[src/rtl/width_16to8_if.sv]
// width_16to8_if: handshake bundle for the 16-to-8 narrower.
//   Upstream word side : valid_in, data_in[15:0], ready_in
//   Downstream byte side: valid_out, data_out[7:0], ready_out
//   Modport slave  : the narrower's view.
//   Modport master : the environment's view (drives words in, sinks bytes).
interface width_16to8_if;
  logic        valid_in;
  logic [15:0] data_in;
  logic        ready_in;
  logic        valid_out;
  logic [7:0]  data_out;
  logic        ready_out;

  modport slave (
    input  valid_in,
    input  data_in,
    input  ready_out,
    output ready_in,
    output valid_out,
    output data_out
  );

  modport master (
    output valid_in,
    output data_in,
    output ready_out,
    input  ready_in,
    input  valid_out,
    input  data_out
  );
endinterface

[src/rtl/width_16to8.sv]
// width_16to8: re-serialises 16-bit words into pairs of bytes.
//   A 2-entry word buffer decouples the word side from the byte side so a new
//   word can be accepted while the previous one is still being drained.
// Parameters:
//   MSB_FIRST  1: emit [15:8] then [7:0]; 0: emit [7:0] then [15:8].
// Ports:
//   clk   single clock, rising edge
//   rst   asynchronous active-high reset, clears all state
//   bus   width_16to8_if.slave (valid_in/data_in/ready_in word side,
//         valid_out/data_out/ready_out byte side)
// All outputs decode registered state only.
module width_16to8 #(
  parameter bit MSB_FIRST = 1'b1
) (
  input logic           clk,
  input logic           rst,
  width_16to8_if.slave  bus
);

  logic [15:0] word_q [2];
  logic        wr_ptr_q;
  logic        rd_ptr_q;
  logic [1:0]  count_q;
  logic [1:0]  count_d;
  logic        phase_q;
  // Set on the first edge after reset release; holds ready_in low until then
  // without a combinational path from rst to ready_in.
  logic        alive_q;

  logic        ready_in;
  logic        valid_out;
  logic        push;
  logic        pop_byte;
  logic        pop_word;
  logic [15:0] head;

  assign ready_in  = alive_q && (count_q != 2'd2);
  assign valid_out = (count_q != 2'd0);
  assign head      = word_q[rd_ptr_q];

  assign push      = bus.valid_in && ready_in;
  assign pop_byte  = valid_out && bus.ready_out;
  assign pop_word  = pop_byte && phase_q;

  always_comb begin
    count_d = count_q;
    unique case ({push, pop_word})
      2'b10:   count_d = count_q + 2'd1;
      2'b01:   count_d = count_q - 2'd1;
      default: count_d = count_q;
    endcase
  end

  always_ff @(posedge clk or posedge rst) begin
    if (rst) begin
      word_q[0] <= '0;
      word_q[1] <= '0;
      wr_ptr_q  <= 1'b0;
      rd_ptr_q  <= 1'b0;
      count_q   <= 2'd0;
      phase_q   <= 1'b0;
      alive_q   <= 1'b0;
    end else begin
      alive_q <= 1'b1;
      if (push) begin
        word_q[wr_ptr_q] <= bus.data_in;
        wr_ptr_q         <= ~wr_ptr_q;
      end
      if (pop_byte) begin
        phase_q <= ~phase_q;
      end
      if (pop_word) begin
        rd_ptr_q <= ~rd_ptr_q;
      end
      count_q <= count_d;
    end
  end

  // Low byte goes out on phase 1 when MSB first, on phase 0 otherwise.
  always_comb begin
    bus.data_out = 8'h00;
    if (valid_out) begin
      bus.data_out = (phase_q == MSB_FIRST) ? head[7:0] : head[15:8];
    end
  end

  assign bus.ready_in  = ready_in;
  assign bus.valid_out = valid_out;

endmodule

[src/flat_wrapper.sv]
// flat-port wrapper written by rule: the top's interface ports become plain ports
module width_16to8_flat 
#(
  parameter bit MSB_FIRST = 1'b1
)
  (clk, rst, bus_valid_in, bus_data_in, bus_ready_out, bus_ready_in, bus_valid_out, bus_data_out);
  width_16to8_if bus_i ();
  input logic clk;
  input logic rst;
  input wire logic [$bits(bus_i.valid_in)-1:0] bus_valid_in;
  input wire logic [$bits(bus_i.data_in)-1:0] bus_data_in;
  input wire logic [$bits(bus_i.ready_out)-1:0] bus_ready_out;
  output wire logic [$bits(bus_i.ready_in)-1:0] bus_ready_in;
  output wire logic [$bits(bus_i.valid_out)-1:0] bus_valid_out;
  output wire logic [$bits(bus_i.data_out)-1:0] bus_data_out;
  assign bus_i.valid_in = bus_valid_in;
  assign bus_i.data_in = bus_data_in;
  assign bus_i.ready_out = bus_ready_out;
  assign bus_ready_in = bus_i.ready_in;
  assign bus_valid_out = bus_i.valid_out;
  assign bus_data_out = bus_i.data_out;
  width_16to8 #(.MSB_FIRST(MSB_FIRST)) u_core (.clk(clk), .rst(rst), .bus(bus_i));
endmodule
[config.mk]
export PLATFORM = sky130hd
export DESIGN_NAME = width_16to8_flat
export DESIGN_NICKNAME = d
export VERILOG_FILES = /design/src/rtl/width_16to8_if.sv /design/src/rtl/width_16to8.sv /design/src/flat_wrapper.sv
export SDC_FILE = /design/constraint.sdc
export NUM_CORES = 1
export LEC_CHECK = 0
export BUFFER_PORTS_ARGS = -buffer_cell sky130_fd_sc_hd__clkbuf_2
export CAP_MARGIN = 10
export CORE_ASPECT_RATIO = 0.75
export CORE_MARGIN = 5
export CORE_UTILIZATION = 40
export CTS_BUF_LIST = sky130_fd_sc_hd__clkbuf_8
export CTS_CLUSTER_SIZE = 20
export DETAILED_ROUTE_END_ITERATION = 10
export HOLD_SLACK_MARGIN = 0.05
export PLACE_DENSITY = 0.64
export RECOVER_POWER = 25
export SLEW_MARGIN = 30
export SYNTH_ARGS = -nofsm -noshare
export SYNTH_HDL_FRONTEND = slang
export SYNTH_SLANG_ARGS = --single-unit
[constraint.sdc]
create_clock -name clk -period 4.9 [get_ports clk]
set_clock_uncertainty 0.1 [all_clocks]
set_input_delay 0.98 -clock clk [delete_from_list [all_inputs] [get_ports clk]]
set_output_delay 0.98 -clock clk [all_outputs]
set_load 0.05 [all_outputs]
Word-level counts from Yosys, hierarchy flattened
Index checks and enable logic that the tools add are counted.
- register bits after elaboration: 38
- input port bits: 20
- logic and storage cells: 36
- $add $sub $neg: 2
- order comparisons: 3
- equal/unequal tests: 3
- multiplexer cells: 9
- bitwise logic cells: 5
- reductions and logical operators: 7
- operator list (kind ; count):
    $mux 16 ; 4
    $bwmux 32 ; 1
    $demux 16 s1 ; 1
    $mux 8 ; 2
    $logic_and 1x1->1 ; 5
    $ge 2x2->1 const B ; 2
    $not 1->2 ; 2
    $pmux 2 s2 ; 1
    $reduce_bool 2->1 ; 2
    $not 1->1 ; 3
    $add 2x1->2 const B ; 1
    $eq 2x1->1 const B ; 1
    $eq 2x2->1 const B ; 1
    $lt 2x1->1 const B ; 1
    $ne 2x2->1 const B ; 1
    $sub 2x1->2 const B ; 1

Logic depth before layout (Yosys ltp)
Gate-level depths: netlist of the first run.
- word-level depth: 6
- depth in mapped cells: 6

Worst setup path after synthesis of the first run
OpenSTA, ideal clock, no wires.
- path kind: register -> output
- start: reg u_core.count_q[1]
- end: out bus_data_out[0]
- arrival: 1.615 ns
- required time: 3.820 ns
- slack: 2.205 ns
- cell stages (with the launch flop): 4
- path buffers: 1
- cell sequence: dfrtp_1 -> or2_2 -> clkbuf_1 -> and2_1
- longest elaborated chain between the ends: 2
- RTL lines (item ; RTL line ; text):
    start, declared ; width_16to8.sv:23 ; logic [1:0] count_q;
    start signal, assigned ; width_16to8.sv:75 ; count_q <= count_d;
    $reduce_bool 2->1 ; width_16to8.sv:38 ; assign valid_out = (count_q != 2'd0);
    net bus_valid_out ; flat_wrapper.sv:14 ; output wire logic [$bits(bus_i.valid_out)-1:0] bus_valid_out;
    $mux 8 ; width_16to8.sv:82 ; if (valid_out) begin
    end, declared ; flat_wrapper.sv:15 ; output wire logic [$bits(bus_i.data_out)-1:0] bus_data_out;
The timed path passes the listed nets, and every way through them passes these cells.

Final worst setup path of the first run
- start: reg u_core.phase_q
- end: out bus_data_out[4]
- longest elaborated chain between the ends: 2
- RTL lines (item ; RTL line ; text):
    start, declared ; width_16to8.sv:25 ; logic phase_q;
    start signal, assigned ; width_16to8.sv:70 ; phase_q <= ~phase_q;
    $mux 8 ; width_16to8.sv:83 ; bus.data_out = (phase_q == MSB_FIRST) ? head[7:0] : head[15:8];
    $mux 8 ; width_16to8.sv:82 ;
Every way passes these cells.

==> impl_metrics.env, run 1 <==
export IMPL_drt_iter0_markers=32
export IMPL_cts_tree="done"
export IMPL_antenna_found_initial=0
export IMPL_n_antenna_cell=0
export IMPL_crit_path_end_kind="output pin"
export IMPL_critPathLaunchType="flop"
export IMPL_numCtsBuffers=5
export IMPL_port_buffer_count=29
export IMPL_synth_xor_area_share_pct=2.94
export IMPL_fp_coreArea_sq_um=4390
export IMPL_yosys_area_share_simple_pct=7.15
export IMPL_grt_start_max_net_pins=39
export IMPL_grtUsageTotal_pct=12.4
export IMPL_die_y_um=67.9
export IMPL_synth_cell_types=23
export IMPL_tns_ps=0
export IMPL_fin_area_sq_um=2040
export IMPL_place_hpwl_um=2200
export IMPL_critPathMaxFanout=10
export IMPL_fp_dieArea_sq_um=5910
export IMPL_post_synth_main_area_contributors="dfrtp_1 (53%), mux2_2 (14%), mux4_2 (10%)"
export IMPL_path_cells="mux4_2 > and2_1 > clkbuf_2"
export IMPL_synthArstFlopShare_pct=100
export IMPL_rsz0062_at_grt="no"
export IMPL_ys_seq_area_share_pct=53.3
export IMPL_synth_compound_area_share_pct=0
export IMPL_final_util_pct=46.5
export IMPL_clock_latency_ps=280
export IMPL_synth_avg_cell_area_sq_um=16.2
export IMPL_postCtsSetupBuffers=0
export IMPL_hold_path_class="reg -> reg"
export IMPL_power_per_cell_area_nw_per_um2=783
export IMPL_cp_slowest_stage_delay_ps=730
export IMPL_drv_cap=1
export IMPL_synth_warning_count=0
export IMPL_worstMarginPinSlew_ps=1990
export IMPL_synth_top_cell_area_share_pct=53.3
export IMPL_num_vias=963
export IMPL_whs_ps=403
export IMPL_hp_start="u_core.word_q[5]$_DFFE_PP0P_"
export IMPL_period_share_pct=62.5
export IMPL_fp_dieW_um=87.1
export IMPL_grt_overflow_total=0
export IMPL_cts_sinks=38
export IMPL_synth_top_area_cell="dfrtp_1"
export IMPL_synth_area_sq_um=1790
export IMPL_hold_depth=1
export IMPL_violations="max-capacitance violations, max-slew violations"
export IMPL_synth_nets=131
export IMPL_antenna_left=0
export IMPL_drt_wl_total_um=3200
export IMPL_status="finished, violations left"
export IMPL_syn_instance_count=110
export IMPL_drc=0
export IMPL_synth_edf_count=0
export IMPL_maxSlewViolCount=39
export IMPL_nets=162
export IMPL_arrival_ps=1980
export IMPL_synth_top_family_by_area="multiplexers"
export IMPL_cp_slowest_cell="dfrtp_1"
export IMPL_synth_mux_area_share_pct=32.4
export IMPL_max_slew_margin_pct=-32.9
export IMPL_fmax_mhz=326
export IMPL_timing_rr_start="u_core.count_q[0]$_DFFE_PP0P_"
export IMPL_finalCriticalPeriod_ps=3060
export IMPL_cts_hold_buffers_added=0
export IMPL_globalplace_congestion=0.678
export IMPL_setup_viol_count_final=0
export IMPL_clk_pin_slew_ps=70
export IMPL_clock_path_buffers=2
export IMPL_rrSetupSlack_ps=3010
export IMPL_ys_ff_latch=38
export IMPL_r2r_end="u_core.count_q[1]$_DFFE_PP0P_"
export IMPL_r2r_cells=5
export IMPL_cp_required_ps=3820
export IMPL_p_leak_nw=0.930
export IMPL_ys_flop_type="dfrtp_1"
export IMPL_root_buffer="clkbuf_8"
export IMPL_grt_pass1_wl_um=5380
export IMPL_io_pins=30
export IMPL_post_drt_wl_per_cell_um=16.1
export IMPL_area_growth_pct=14.4
export IMPL_drive_gt1_share_pct=57.0
export IMPL_hold_end="u_core.word_q[5]$_DFFE_PP0P_"
export IMPL_start_util_pct=40.7
export IMPL_num_rows=21
export IMPL_ctsResizeCount=0
export IMPL_htree_num_levels=2
export IMPL_synthAdderAreaFrac_pct=0.701
export IMPL_hold_viol_final=0
export IMPL_ir_drop_mv=0.375
export IMPL_grt_pass1_vias=1104
export IMPL_place_area_sq_um=1950
export IMPL_first_pass_iters=2
export IMPL_viasPerCell=4.84
export IMPL_critical_path_class="reg -> out"
-- how the worst max path moves through the flow --
stage               cells after the start                          start              end
finish                                  3     u_core.phase_q$_DFFE_PP0P_  bus_data_out[4]
global placement                        3     u_core.phase_q$_DFFE_PP0P_  bus_data_out[6]
CTS                                     3     u_core.phase_q$_DFFE_PP0P_  bus_data_out[4]
global route                            3     u_core.phase_q$_DFFE_PP0P_  bus_data_out[2]
floorplan                               3  u_core.count_q[1]$_DFFE_PP0P_  bus_data_out[0]
detailed placement                      3     u_core.phase_q$_DFFE_PP0P_  bus_data_out[4]
-- critical path, delay by kind of cell, from the launching register on --
kind	cells	cell delay [ps]
buffers and inverters	1	230
flip-flops	1	730
multiplexers	1	570
AND/OR/NAND/NOR	1	170
-- through the flow --
| step | instances | power, mW | setup WS, ps |
|---|---|---|---|
| floorplan | 110 | 1.25 | 2200 |
| global placement | 191 | 1.37 | 2140 |
| detailed placement | 191 | 1.40 | 2100 |
| CTS | 199 | 1.62 | 1780 |
| global route | 199 | 1.70 | 1730 |
| finish | 199 | 1.60 | 1840 |
-- area by class of cell --
class	count	area (sq um)
clock buffer	6	82.6
clock inverter	2	8.76
fill	388	2350
inverter	1	3.75
multi-input combinational	65	776
sequential	38	951
tap	57	71.3
timing repair buffer	30	149
-- flip-flops by register name, indices dropped and copies added, names as in the netlist --
signal / flops
u_core.alive_q: 1
u_core.rd_ptr_q: 1
u_core.phase_q: 1
u_core.count_q: 2
u_core.word_q: 32
u_core.wr_ptr_q: 1
-- layout by cell type (no fill, tap or decap), drive strengths merged --
cell type,instances
nand4,1
nand2b,1
mux2,32
dfrtp,38
and3,1
nor2,1
clkinv,1
and4b,1
xnor2,4
nand2,1
and2,9
conb,1
nand3,1
ha,1
xor2,2
or2,1
inv,2
clkbuf,36
mux4,8
-- cell families after synthesis --
group                      after synthesis
buffers and inverters                    7
and+or+nand+nor                         17
DFF                                     38
xor gates and xnor gates                 6
other                                    1
adders and majority gates                1
muxes                                   40
-- routing by layer --
layer / routed length, um / track usage [%] / vias up
li1: - / - / 452
met1: 1490 / 15.7 / 486
met2: 1500 / 20.0 / 23
met3: 191 / 4.45 / 2
met4: 23 / 4.02 / 0
met5: 0 / 0 / -
-- power by group --
group	total, mW	internal [mW]	switching [mW]
logic	0.789	0.369	0.420
registers	0.594	0.471	0.123
clock network	0.217	0.111	0.105
total	1.60	0.951	0.649
-- cells in the mapped netlist, types with 2 or more instances --
cell type	number
dfrtp_1	38
mux2_2	22
mux2_4	10
and2_1	8
mux4_2	8
xnor2_1	4
buf_2	2
buf_6	2
xor2_1	2
Power figures use the tool's default switching activity.
==> run 2: changes to the inputs <==
Clock period 4.9 ns to 3.2 ns, I/O delays scaled along.
==> impl_metrics.env, run 2 (synthesis gave the netlist of run 1 again) <==
export IMPL_drt_iter0_markers=30
export IMPL_drv_cap=1
export IMPL_layout_commonest_cell="dfrtp_1"
export IMPL_drc=0
export IMPL_setup_viol_count_final=0
export IMPL_clk_pin_slew_ps=80
export IMPL_rrSetupSlack_ps=1310
export IMPL_cp_slowest_cell="dfrtp_1"
export IMPL_critPathMaxFanout=10
export IMPL_cp_required_ps=2460
export IMPL_root_buffer="clkbuf_8"
export IMPL_worstMarginPinSlew_ps=2050
export IMPL_maxSlewViolCount=39
export IMPL_nets=163
export IMPL_top_register="u_core.word_q"
export IMPL_clock_latency_ps=290
export IMPL_die_y_um=67.9
export IMPL_ff_latch_area_sq_um=951
export IMPL_crit_path_end_kind="output pin"
export IMPL_hold_viol_final=0
export IMPL_power_per_cell_area_nw_per_um2=1250
export IMPL_place_hpwl_um=2250
export IMPL_first_pass_iters=5
export IMPL_netSwitchingPower_mw=1.02
export IMPL_status="finished, violations left"
export IMPL_num_rows=21
export IMPL_n_antenna_cell=0
export IMPL_grt_pass1_vias=1116
export IMPL_ir_drop_mv=0.566
export IMPL_grt_pass1_wl_um=5380
export IMPL_crit_start="u_core.phase_q$_DFFE_PP0P_"
export IMPL_mostFrequentLayoutCells="dfrtp_1 (38), clkbuf_2 (29), mux2_2 (22), mux2_4 (10)"
export IMPL_hold_path_class="reg -> reg"
export IMPL_finalCriticalPeriod_ps=2720
export IMPL_combPwrFrac_pct=46.5
export IMPL_multiInputGateArea_sq_um=774
export IMPL_timing_rr_start="u_core.count_q[0]$_DFFE_PP0P_"
export IMPL_p_clk_share_pct=18.6
export IMPL_violations="max-capacitance violations, max-slew violations"
export IMPL_r2r_cells=5
export IMPL_numCtsBuffers=5
export IMPL_grt_start_max_net_pins=39
export IMPL_drive_gt1_share_pct=57.3
export IMPL_whs_ps=408
export IMPL_drt_wl_total_um=3260
export IMPL_largest_reg_flops=32
export IMPL_io_pins=30
export IMPL_fp_coreArea_sq_um=4390
export IMPL_post_drt_wl_per_cell_um=16.3
export IMPL_critical_path_class="reg -> out"
export IMPL_hp_start="u_core.word_q[6]$_DFFE_PP0P_"
export IMPL_fillers=404
export IMPL_antenna_left=0
export IMPL_port_buffer_count=29
export IMPL_cp_slowest_stage_delay_ps=720
export IMPL_hold_end="u_core.word_q[6]$_DFFE_PP0P_"
export IMPL_cts_sinks=38
export IMPL_globalplace_congestion=0.681
export IMPL_p_leak_nw=0.952
export IMPL_tns_ps=0
export IMPL_r2r_end="u_core.count_q[1]$_DFFE_PP0P_"
export IMPL_fp_dieW_um=87.1
export IMPL_period_share_pct=85.1
export IMPL_ctsResizeCount=0
export IMPL_fp_dieArea_sq_um=5910
export IMPL_grt_overflow_total=0
export IMPL_path_cells="mux4_2 > and2_1 > clkbuf_2"
export IMPL_cts_hold_buffers_added=0
export IMPL_htree_num_levels=2
export IMPL_hold_depth=1
export IMPL_clock_path_buffers=2
export IMPL_start_util_pct=40.7
export IMPL_max_slew_margin_pct=-36.5
export IMPL_cts_tree="done"
export IMPL_postCtsSetupBuffers=0
export IMPL_seq_power_share_pct=34.9
export IMPL_grtUsageTotal_pct=12.4
export IMPL_arrival_ps=1980
export IMPL_antenna_found_initial=0
export IMPL_p_sw_share_pct=38.8
export IMPL_largestRegisters="u_core.word_q (32), u_core.count_q (2)"
export IMPL_rsz0062_at_grt="no"
export IMPL_viasPerCell=4.94
export IMPL_num_vias=987
export IMPL_fmax_mhz=367
export IMPL_internal_power_mw=1.60
export IMPL_critPathLaunchType="flop"
export IMPL_area_growth_pct=17.3
run 2: changes by cell type in the layout (fill, tap and decap cells not counted), sizes merged:
cell,delta
bufinv,+2
buf,+1
clkbuf,-1
inv,-1
run 2: stage by stage:
step | std cells | power, mW | instance area [sq um] | utilization, % | setup WS (ps)
after CTS | 200 | 2.65 | 2100 | 47.8 | 429
after global placement | 192 | 2.11 | 1960 | 44.7 | 780
after floorplan | 110 | 1.92 | 1790 | - | 845
after global routing | 200 | 2.75 | 2090 | 47.7 | 371
final | 200 | 2.62 | 2090 | 47.7 | 476
after detailed placement | 192 | 2.15 | 1960 | 44.7 | 765
run 2: worst max-delay path, delay by kind of cell, from the launching register on:
family | cells | cell delay (ps)
flops | 1 | 720
simple gates | 1 | 170
buf+inv | 1 | 230
mux | 1 | 560
run 2: layer usage:
| layer | global-route usage (%) | up-vias | wire (um) |
|---|---|---|---|
| li1 | - | 457 | - |
| met1 | 15.3 | 504 | 1500 |
| met2 | 20.7 | 22 | 1550 |
| met3 | 4.33 | 4 | 179 |
| met4 | 3.45 | 0 | 25 |
| met5 | 0 | - | 0 |
run 2: how the worst max path moves through the flow:
| stage | end | slack, ps | cells after the start |
|---|---|---|---|
| floorplan | bus_data_out[0] | 840 | 3 |
| global placement | bus_data_out[6] | 780 | 3 |
| detailed placement | bus_data_out[4] | 760 | 3 |
| CTS | bus_data_out[4] | 430 | 3 |
| global route | bus_data_out[3] | 370 | 3 |
| finish | bus_data_out[4] | 480 | 3 |
run 2: area by class of cell:
| cell class | count | area share [%] |
|---|---|---|
| clock inverters | 3 | 3.29 |
| multi-input cells | 65 | 37.0 |
| repair buffers | 31 | 7.47 |
| clock buffers | 5 | 3.29 |
| flip-flops and latches | 38 | 45.4 |
| well taps | 57 | 3.41 |
| inverters | 1 | 0.179 |
run 2: power groups by stage:
| stage | sequential, mW | clock (mW) | combinational (mW) |
|---|---|---|---|
| after global placement | 0.908 | 0 | 1.20 |
| after CTS | 0.918 | 0.500 | 1.23 |
| final | 0.913 | 0.488 | 1.21 |
| after floorplan | 0.818 | 0 | 1.10 |
| after global routing | 0.949 | 0.518 | 1.29 |
| after detailed placement | 0.924 | 0 | 1.23 |
==> run 3: changes to the inputs <==
Settings changed: ABC_AREA from default to 1, PLACE_DENSITY 0.64 to 0.63.
==> impl_metrics.env, run 3 <==
export IMPL_status="complete, no violations"
export IMPL_num_rows=22
export IMPL_clock_latency_ps=290
export IMPL_port_buffer_count=29
export IMPL_num_vias=1806
export IMPL_power_per_cell_area_nw_per_um2=1120
export IMPL_critical_path_class="reg -> out"
export IMPL_ctsResizeCount=0
export IMPL_drive_gt1_share_pct=17.7
export IMPL_seq_power_share_pct=34.1
export IMPL_setup_viol_count_final=0
export IMPL_synth_top_area_cell="dfrtp_1"
export IMPL_power_total_mw=2.54
export IMPL_root_buffer="clkbuf_8"
export IMPL_numCtsBuffers=5
export IMPL_synth_most_common_cell="nand2_1"
export IMPL_fp_dieArea_sq_um=6620
export IMPL_largest_reg_flops=32
export IMPL_antenna_found_initial=0
export IMPL_ys_flop_type="dfrtp_1"
export IMPL_largestRegisters="u_core.word_q (32), u_core.count_q (2)"
export IMPL_io_pins=30
export IMPL_grt_pass1_wl_um=8770
export IMPL_area_growth_pct=11.3
export IMPL_crit_path_end_kind="output pin"
export IMPL_postCtsSetupBuffers=0
export IMPL_cp_required_ps=2460
export IMPL_cp_slowest_stage_delay_ps=700
export IMPL_grt_overflow_total=0
export IMPL_synth_cell_types=21
export IMPL_top_register="u_core.word_q"
export IMPL_synth_warning_count=0
export IMPL_syn_instance_count=261
export IMPL_synth_nets=282
export IMPL_synth_avg_cell_area_sq_um=7.79
export IMPL_post_synth_main_area_contributors="dfrtp_1 (47%), nand2_1 (22%), nand4_1 (9.8%)"
export IMPL_rsz0062_at_grt="no"
export IMPL_grtUsageTotal_pct=17.0
export IMPL_grt_pass1_vias=1744
export IMPL_ys_ff_latch=38
export IMPL_worst_path_buf_inv=2
export IMPL_hold_path_class="in -> async"
export IMPL_synth_area_sq_um=2030
export IMPL_drt_iter0_markers=128
export IMPL_synthArstFlopShare_pct=100
export IMPL_maxSlewViolCount=0
export IMPL_ir_drop_mv=0.781
export IMPL_netSwitchingPower_mw=1.31
export IMPL_synth_common_cells="nand2_1 (120), dfrtp_1 (38), nand4_1 (32), inv_1 (20)"
export IMPL_p_sw_share_pct=51.3
export IMPL_clock_path_buffers=2
export IMPL_cts_hold_buffers_added=0
export IMPL_cts_tree="done"
export IMPL_htree_num_levels=2
export IMPL_fmax_mhz=372
export IMPL_tns_ps=0
export IMPL_final_util_pct=46.2
export IMPL_post_drt_wl_per_cell_um=14.9
export IMPL_arrival_ps=1950
export IMPL_ys_seq_area_share_pct=46.8
export IMPL_p_leak_nw=1.24
export IMPL_fp_coreArea_sq_um=4900
export IMPL_first_pass_iters=4
export IMPL_antenna_left=0
export IMPL_drt_wl_total_um=5170
export IMPL_viasPerCell=5.19
export IMPL_combPwrFrac_pct=52.1
export IMPL_period_share_pct=84.1
export IMPL_globalplace_congestion=0.791
export IMPL_start_util_pct=41.5
export IMPL_grt_start_max_net_pins=35
export IMPL_finalCriticalPeriod_ps=2690
export IMPL_mostFrequentLayoutCells="nand2_1 (120), dfrtp_1 (38), nand4_1 (32), clkbuf_2 (29), inv_1 (21)"
export IMPL_cts_sinks=38
export IMPL_nets=308
export IMPL_clk_pin_slew_ps=80
export IMPL_n_antenna_cell=0
export IMPL_layout_commonest_cell="nand2_1"
export IMPL_cp_slowest_cell="dfrtp_1"
export IMPL_p_clk_share_pct=13.8
export IMPL_drv_cap=0
export IMPL_worstMarginPinSlew_ps=725
export IMPL_synth_edf_count=0
export IMPL_max_slew_margin_pct=51.6
export IMPL_critPathLaunchType="flop"
export IMPL_cp_top_family="flip-flops"
export IMPL_die_y_um=71.7
export IMPL_path_cells="inv_2 > nand2_1 > nand3_1 > a21oi_1 > clkbuf_2"
export IMPL_fp_dieW_um=92.3
export IMPL_drc=0
export IMPL_internal_power_mw=1.24
export IMPL_hold_viol_final=0
export IMPL_place_hpwl_um=3500
export IMPL_critPathMaxFanout=18
export IMPL_synth_top_cell_area_share_pct=46.8
export IMPL_rrSetupSlack_ps=1290
==> run 3: worst paths after layout <==
kind	end	depth (start not counted)	start
setup / recovery	bus_data_out[0]	5	u_core.rd_ptr_q$_DFFE_PP0P_
hold / removal	u_core.phase_q$_DFFE_PP0P_	2	rst
setup reg to reg	u_core.count_q[1]$_DFFE_PP0P_	7	u_core.count_q[0]$_DFFE_PP0P_
hold reg to reg	u_core.word_q[31]$_DFFE_PP0P_	2	u_core.word_q[31]$_DFFE_PP0P_
max in group asynchronous	u_core.word_q[19]$_DFFE_PP0P_	3	rst
min in group clk	u_core.word_q[31]$_DFFE_PP0P_	2	u_core.word_q[31]$_DFFE_PP0P_
==> run 3: power groups by stage <==
stage / registers, mW / clock network, mW / logic, mW
after detailed placement: 0.872 / 0 / 1.32
after global routing: 0.899 / 0.376 / 1.48
after CTS: 0.867 / 0.354 / 1.33
final: 0.868 / 0.351 / 1.33
after floorplan: 0.808 / 0 / 1.11
after global placement: 0.867 / 0 / 1.32
==> run 3: cell type report <==
type / count / area, sq um
multi-input cells: 182 / 866
well taps: 60 / 75.1
repair buffers: 35 / 186
clock buffers: 6 / 82.6
clock inverters: 2 / 8.76
flip-flops and latches: 38 / 951
fillers: 491 / 2640
inverters: 25 / 93.8
==> run 3: through the flow <==
| stage | cell area [sq um] | instances | hold WS (ps) | setup slack (ps) |
|---|---|---|---|---|
| after floorplan | 2030 | 261 | 349 | 779 |
| after global placement | 2180 | 340 | 363 | 911 |
| after detailed placement | 2180 | 340 | 367 | 872 |
| after CTS | 2270 | 348 | 380 | 526 |
| after global routing | 2260 | 348 | 414 | 300 |
| final | 2260 | 348 | 337 | 509 |
==> run 3: metal layers <==
metal  up-vias  track usage [%]  routed length, um
met1       846             24.0               2540
met5         -                0                  0
met3         6             4.83                365
met4         0             5.60                 68
met2        65             25.1               2200
li1        889                -                  -
==> run 3: logic make-up after synthesis <==
kind of cell / share of synthesized area, %
adders and majority gates: 0.615
DFF: 46.8
buffers and inverters: 10.6
AOI/OAI and AO/OA: 3.26
xor gates and xnor gates: 0.862
and+or+nand+nor: 37.7
other: 0.184
